File: config.mk
export PLATFORM = sky130hd
export DESIGN_NAME = secret_pin_generator_flat
export DESIGN_NICKNAME = d
export VERILOG_FILES = /design/src/rtl/secret_pin_if.sv /design/src/rtl/secret_pin_generator.sv /design/src/flat_wrapper.sv
export SDC_FILE = /design/constraint.sdc
export NUM_CORES = 1
export LEC_CHECK = 0
export CORE_ASPECT_RATIO = 2
export CORE_UTILIZATION = 46
export DETAILED_ROUTE_END_ITERATION = 7
export GPL_TIMING_DRIVEN = 0
export MAX_ROUTING_LAYER = met4
export PLACE_DENSITY = 0.75
export SETUP_SLACK_MARGIN = 0.5
export SLEW_MARGIN = 20
export SYNTH_ARGS = -nofsm -noshare
export SYNTH_HDL_FRONTEND = slang
export SYNTH_SLANG_ARGS = --single-unit
File: constraint.sdc
create_clock -name clock -period 1.6 [get_ports clock]
set_clock_uncertainty 0.1 [all_clocks]
set_input_delay 0.24 -clock clock [delete_from_list [all_inputs] [get_ports clock]]
set_output_delay 0.24 -clock clock [all_outputs]
set_load 0.01 [all_outputs]
File: src/rtl/secret_pin_if.sv
// secret_pin_if: request/seed inputs and PIN/status outputs of the secret PIN generator
interface secret_pin_if;
    logic        req;
    logic        seed_load;
    logic [15:0] seed_in;
    logic [3:0]  pin0;
    logic [3:0]  pin1;
    logic [3:0]  pin2;
    logic [3:0]  pin3;
    logic        pin_valid;
    logic        busy;
    modport master (output req, seed_load, seed_in, input pin0, pin1, pin2, pin3, pin_valid, busy);
    modport slave  (input req, seed_load, seed_in, output pin0, pin1, pin2, pin3, pin_valid, busy);
endinterface

File: src/rtl/secret_pin_generator.sv
// secret_pin_generator: draws a 4-digit PIN from a free-running LFSR by bounded rejection sampling
module secret_pin_generator #(
    parameter logic [15:0] SEED = 16'hACE1
) (
    input logic         clock,
    input logic         reset,
    secret_pin_if.slave bus
);
    typedef enum logic [1:0] {IDLE, DRAW, VALID} state_t;
    localparam logic [15:0] SEED_NZ = (SEED == 16'h0000) ? 16'h0001 : SEED;
    state_t      state_q, state_d;
    logic [15:0] lfsr_q, lfsr_d;
    logic [1:0]  idx_q, idx_d;
    logic [2:0]  rej_q, rej_d;
    logic [3:0]  pin_q [4];
    logic [3:0]  pin_d [4];
    logic        busy_q, busy_d;
    logic        pin_valid_q, pin_valid_d;
    logic [3:0]  cand;
    logic        accept;
    always_comb begin
        cand        = lfsr_q[3:0];
        // an eighth consecutive reject is folded into 0-5 so a draw never exceeds 32 cycles
        accept      = (cand < 4'd10) || (rej_q == 3'd7);
        lfsr_d      = bus.seed_load ? ((bus.seed_in == 16'h0000) ? 16'h0001 : bus.seed_in)
                                    : {lfsr_q[14:0], lfsr_q[15] ^ lfsr_q[13] ^ lfsr_q[12] ^ lfsr_q[10]};
        state_d     = state_q;
        idx_d       = idx_q;
        rej_d       = rej_q;
        pin_d       = pin_q;
        case (state_q)
            IDLE, VALID: begin
                if (bus.req) begin
                    state_d = DRAW;
                    idx_d   = 2'd0;
                    rej_d   = 3'd0;
                end
            end
            DRAW: begin
                if (accept) begin
                    pin_d[idx_q] = (cand < 4'd10) ? cand : cand - 4'd10;
                    rej_d        = 3'd0;
                    idx_d        = idx_q + 2'd1;
                    state_d      = (idx_q == 2'd3) ? VALID : DRAW;
                end else begin
                    rej_d = rej_q + 3'd1;
                end
            end
            default: state_d = IDLE;
        endcase
        busy_d      = (state_d == DRAW);
        pin_valid_d = (state_d == VALID);
    end
    always_ff @(posedge clock or posedge reset) begin
        if (reset) begin
            state_q     <= IDLE;
            lfsr_q      <= SEED_NZ;
            idx_q       <= 2'd0;
            rej_q       <= 3'd0;
            pin_q       <= '{default: 4'd0};
            busy_q      <= 1'b0;
            pin_valid_q <= 1'b0;
        end else begin
            state_q     <= state_d;
            lfsr_q      <= lfsr_d;
            idx_q       <= idx_d;
            rej_q       <= rej_d;
            pin_q       <= pin_d;
            busy_q      <= busy_d;
            pin_valid_q <= pin_valid_d;
        end
    end
    assign bus.pin0      = pin_q[0];
    assign bus.pin1      = pin_q[1];
    assign bus.pin2      = pin_q[2];
    assign bus.pin3      = pin_q[3];
    assign bus.busy      = busy_q;
    assign bus.pin_valid = pin_valid_q;
endmodule

File: src/flat_wrapper.sv
// flat-port wrapper written by rule: the top's interface ports become plain ports
module secret_pin_generator_flat 
#(
    parameter logic [15:0] SEED = 16'hACE1
)
  (clock, reset, bus_req, bus_seed_load, bus_seed_in, bus_pin0, bus_pin1, bus_pin2, bus_pin3, bus_pin_valid, bus_busy);
  secret_pin_if bus_i ();
  input logic clock;
  input logic reset;
  input wire logic [$bits(bus_i.req)-1:0] bus_req;
  input wire logic [$bits(bus_i.seed_load)-1:0] bus_seed_load;
  input wire logic [$bits(bus_i.seed_in)-1:0] bus_seed_in;
  output wire logic [$bits(bus_i.pin0)-1:0] bus_pin0;
  output wire logic [$bits(bus_i.pin1)-1:0] bus_pin1;
  output wire logic [$bits(bus_i.pin2)-1:0] bus_pin2;
  output wire logic [$bits(bus_i.pin3)-1:0] bus_pin3;
  output wire logic [$bits(bus_i.pin_valid)-1:0] bus_pin_valid;
  output wire logic [$bits(bus_i.busy)-1:0] bus_busy;
  assign bus_i.req = bus_req;
  assign bus_i.seed_load = bus_seed_load;
  assign bus_i.seed_in = bus_seed_in;
  assign bus_pin0 = bus_i.pin0;
  assign bus_pin1 = bus_i.pin1;
  assign bus_pin2 = bus_i.pin2;
  assign bus_pin3 = bus_i.pin3;
  assign bus_pin_valid = bus_i.pin_valid;
  assign bus_busy = bus_i.busy;
  secret_pin_generator #(.SEED(SEED)) u_core (.clock(clock), .reset(reset), .bus(bus_i));
endmodule
======== After elaboration in Yosys (flattened, before gate mapping) ========
Index checks and enable logic that the tools add are counted.
operators by class
  reductions and logical operators ........ 9
  muxes and demuxes ....................... 16
  $lt $le $gt $ge ......................... 3
  bitwise operators ....................... 4
  $add $sub $neg .......................... 3
  eq/ne operators ......................... 8
operators with widths
  cell                 count
  $mux 16              2
  $bwmux 16            1
  $logic_not 16->1     1
  $mux 2               5
  $demux 4 s2          1
  $mux 4               2
  $pmux 2 s2           2
  $eq 2x2->1 const B   3
  $mux 3               2
  $pmux 3 s2           1
  $eq 2x1->1 const B   2
  $lt 4x4->1 const B   1
  $reduce_and 2->1     2
  $sub 4x4->4 const B  1
  $add 3x1->3 const B  1
  $eq 3x3->1 const B   1
  $ge 3x3->1 const B   1
  $lt 3x1->1 const B   1
  $not 2->3            1
  $reduce_and 3->1     1
  $xor 1x1->1          3
  $add 2x1->2 const B  1
  $logic_not 2->1      1
  $ne 2x1->1 const B   1
  5 further kinds      5
storage, ports and cells
  logic and storage cells ................. 53
  output and inout port bits .............. 18
  register bits after elaboration ......... 41

======== Logic depth before layout (Yosys ltp) ========
Gate-level depths: netlist of the first run.
  depth after elaboration ................. 6
  gate-level depth with buffers ........... 5
  gate-level depth less buffers ........... 5

======== Worst setup path after synthesis of the first run ========
No wires, ideal clock.
  kind .................................... reg-to-reg
  from .................................... register u_core.rej_q[0]
  to ...................................... register u_core.idx_q[1]
  cell stages (with the launch flop) ...... 6
  path buffers ............................ 0
  setup time .............................. 0.125 ns
  arrival ................................. 1.545 ns
  path slack .............................. -0.169 ns
  path through ............................ dfrtp_1 > ha_1 > ha_1 > nand2b_1 > o211ai_1 > mux2_2
between the ends
  longest elaborated chain between the ends .. 4
ends and longest elaborated chain
  item                               RTL line                    source
  start, declared                    secret_pin_generator.sv:14  logic [2:0] rej_q, rej_d;
  start signal, assigned             secret_pin_generator.sv:67  rej_q <= rej_d;
  $eq 3x3->1                         secret_pin_generator.sv:24  accept = (cand < 4'd10) || (rej_q == 3'd7);
  $logic_or 1x1->1                   secret_pin_generator.sv:24
  $ne 2x1->1 (no source line)        n/a
  $reduce_and 3->1 (no source line)  n/a
  end signal, assigned               secret_pin_generator.sv:66  idx_q <= idx_d;
  end, declared                      secret_pin_generator.sv:13  logic [1:0] idx_q, idx_d;
No other way between the ends.
A chain may end at the register's enable or synchronous reset.

======== Worst setup path in the final report of the first run ========
  from .................................... register u_core.rej_q[1]
  to ...................................... register u_core.pin_q, in the netlist u_core.bus.pin3[2]
between the ends
  longest elaborated chain between the ends .. 3
ends and longest elaborated chain
  item                               RTL line                    source
  $eq 3x3->1                         secret_pin_generator.sv:24
  $logic_or 1x1->1                   secret_pin_generator.sv:24
  $reduce_and 2->1 (no source line)  n/a
  end signal, assigned               secret_pin_generator.sv:68  pin_q <= pin_d;
  end, declared                      secret_pin_generator.sv:15  logic [3:0] pin_q [4];
No other way between the ends.

==> results of run 1 <==
==> how the worst max path moves through the flow <==
| stage | startpoint | endpoint | cells past startpoint |
|---|---|---|---|
| global placement | u_core.rej_q[0] | u_core.bus.pin1[0] | 5 |
| finish | u_core.rej_q[1] | u_core.bus.pin3[2] | 5 |
| floorplan | u_core.rej_q[0] | u_core.bus.pin0[0] | 5 |
| CTS | u_core.rej_q[0] | u_core.bus.pin0[1] | 6 |
| detailed placement | u_core.rej_q[0] | u_core.bus.pin0[1] | 5 |
| global route | u_core.rej_q[1] | u_core.bus.pin3[2] | 5 |
==> synthesized netlist by cell type (all sizes together) (3+ instances only) <==
master,n,area (µm²)
a211oi,4,80.1
a21oi,3,15.0
a22o,3,26.3
buf,4,22.5
dfrtp,33,826
dfstp,8,210
ha,7,87.6
inv,9,33.8
mux2,30,338
nand2,10,37.5
nor2,3,11.3
nor4,4,25.0
o21ai,4,20.0
==> flip-flops by register name, summed over array words and instances (netlist names) <==
name,cells
u_core.lfsr_q,16
u_core.bus.pin0,4
u_core.bus.pin1,4
u_core.bus.pin2,4
u_core.bus.pin3,4
u_core.rej_q,3
u_core.idx_q,2
u_core.state_q,2
u_core.bus.busy,1
u_core.bus.pin_valid,1
==> final cells by class <==
| class | count | area [µm²] | share of cell area, % |
|---|---|---|---|
| Buffer | 5 | 37.5 | 1.40 |
| Clock buffer | 6 | 72.6 | 2.71 |
| Clock inverter | 2 | 10.0 | 0.374 |
| Inverter | 9 | 37.5 | 1.40 |
| Multi-Input combinational cell | 92 | 1000 | 37.5 |
| Sequential cell | 41 | 1040 | 38.7 |
| Tap cell | 52 | 65.1 | 2.43 |
| Timing Repair Buffer | 52 | 407 | 15.2 |
| Timing Repair inverter | 1 | 7.51 | 0.280 |
==> where the power goes <==
| group | switching, mW | internal (mW) | leakage [nW] |
|---|---|---|---|
| Combinational | 0.862 | 1.06 | 0.622 |
| Clock | 0.336 | 0.302 | 0.0450 |
| Sequential | 0.204 | 1.37 | 0.489 |
| Total | 1.40 | 2.74 | 1.16 |
==> worst max-delay path: stages (launching register included) <==
cell	delay, ns
dfrtp_1	0.40
ha_4	0.17
ha_4	0.13
and2b_4	0.22
a211oi_4	0.33
mux2_2	0.38
==> kinds of logic (layout without fill, tap and decap cells) <==
kind of cell	Yosys count	in the layout	synth area share [%]
AOI/OAI and AO/OA	26	26	12.6
xor gates and xnor gates	3	3	1.36
adders and majority gates	7	7	4.54
buffers and inverters	14	75	3.11
DFF	41	41	53.7
muxes	30	30	17.5
and+or+nand+nor	26	26	7.14
==> per-layer routing <==
layer,global-route usage (%),share of wire (%),vias to the layer above
met5,-,0,-
met3,3.09,2.9,8
met2,38.9,59,35
met4,7.41,1.8,0
met1,25.9,37,699
li1,-,-,644
==> metrics by stage <==
stage	hold slack (ns)	area, µm²	util, %
2_1_floorplan	0.122	1990	-
3_3_place_gp	0.367	2410	59.6
3_5_place_dp	0.378	2410	59.6
4_1_cts	0.203	2580	63.8
5_1_grt	0.217	2680	66.2
6_report	0.214	2680	66.2
==> repair_timing <==
| action | CTS | global route |
|---|---|---|
| cloned | 1 | 0 |
| hold buffers | 0 | 0 |
| gates resized for setup | 92 | 8 |
| setup buffers | 11 | 5 |
| pin swaps | 13 | 6 |
| setup endpoints to repair | 45 | 44 |
==> results.toml, run 1 <==
[run_status]
outcome = "finished with violations"
violations = "setup timing"

[clocking]
insertion_delay_ns = 0.29
cts_tree = "done"
cts_root_buf = "clkbuf_8"
clkTransAtPathRegs_ns = 0.08
htree_num_levels = 2
numClockSinks = 41
clock_path_buffers = 2
cts_made_buffers = 5

[floorplanning]
die_h_um = 93.6
start_util_pct = 47.6
die_w_um = 47.8
io-pin-count = 38
placementRows = 33
core_um2 = 4050
die_area_um2 = 4470

[flow_run]
maxCapViolations = 0

[global_route]
grt_pass1_vias = 1493
antenna_found_initial = 0
grt_max_degree = 22
grt_pass1_wl_um = 7070
grtUsageTotal_pct = 22.7
grt_overflow = 0

[placement]
gp_congestion = 0.790
dp_cells = 235
pre_cts_slack_ns = -0.311
dp_hpwl_um = 2920
portBuffers = 36

[setup_path]
cp.required_ns = 1.67
cp.arrival_ns = 1.93
rr_endpoint = "u_core.bus.pin3[2]"
path_max_fanout = 5
crit_path_end_kind = "flip-flop"
crit_type = "reg -> reg"
ff2ff_path_depth = 5
r2r-start = "u_core.rej_q[1]"
rrSetupSlack_ns = -0.25
startpoint_type = "flip-flop"

[sta]
relSlewSlack_pct = 64.8
rsz0062_at_grt = "true"
final.min_clock_period_ns = 1.85
worst_pin_slew_ns = 0.528
fmax_mhz = 539
finalSetupViolCount = 18
fin_ws_ns = -0.254
hold_viol_final = 0
setup_tns_ns = -3.73
final.period_utilization_pct = 116
maxSlewViolCount = 0

[finish]
final_common_cell = "dfrtp_1"
areaGrowthSynthToFinish_pct = 38.9
final_cell_mix = "32 x dfrtp_1, 22 x mux2_2, 17 x clkdlybuf4s50_1, 17 x buf_2, 15 x buf_4"
num_antenna_cells = 0
final-instance-count-excl-fill = 260
drive_gt1_share_pct = 52.9
n_fill_cell = 333
nets = 234

[route]
finalWirelength_um = 4280
viasPerCell = 5.33
routedWlPerCell_um = 16.4
drcViolationCount = 0
vias = 1386
drt_iter0_markers = 17
dr.pass1.iters = 4
drt.antenna.violating_nets = 0

[synthesis]
synth_fp_nets = 174
ys.flop_type = "dfrtp_1"
ys_seq_elements = 41
syn_avg_cell_area_um2 = 13.1
netlist_area_um2 = 1930
postSynthCellCount = 147
synth_edf_count = 0
yosysSeqAreaShare_pct = 53.7
ys_async_sr_fraction_pct = 100
yosysWarnings = 0
synth.distinct_cells = 33

[min_path]
min_path_type = "in -> reg"
hold_depth = 2
min-delay-start = "bus_seed_load"
min_to = "u_core.lfsr_q[13]"

[power]
leakage_nw = 1.16
vdd_ir_drop_max_v = 0.00104
total_power_mw = 4.14
power.density_nw_per_um2 = 1540
Note: power is estimated with default switching activity, not from simulation.
==> inputs of run 2 (changes only) <==
CAP_MARGIN = 20   (was unset)
==> results of run 2 <==
No change in the layout: final DEF, timing and power equal those of run 1.
==> inputs of run 3 (changes only) <==
SLEW_MARGIN = unset   (was 20)
==> results of run 3 <==
No change in the layout: final DEF, timing and power equal those of run 1.
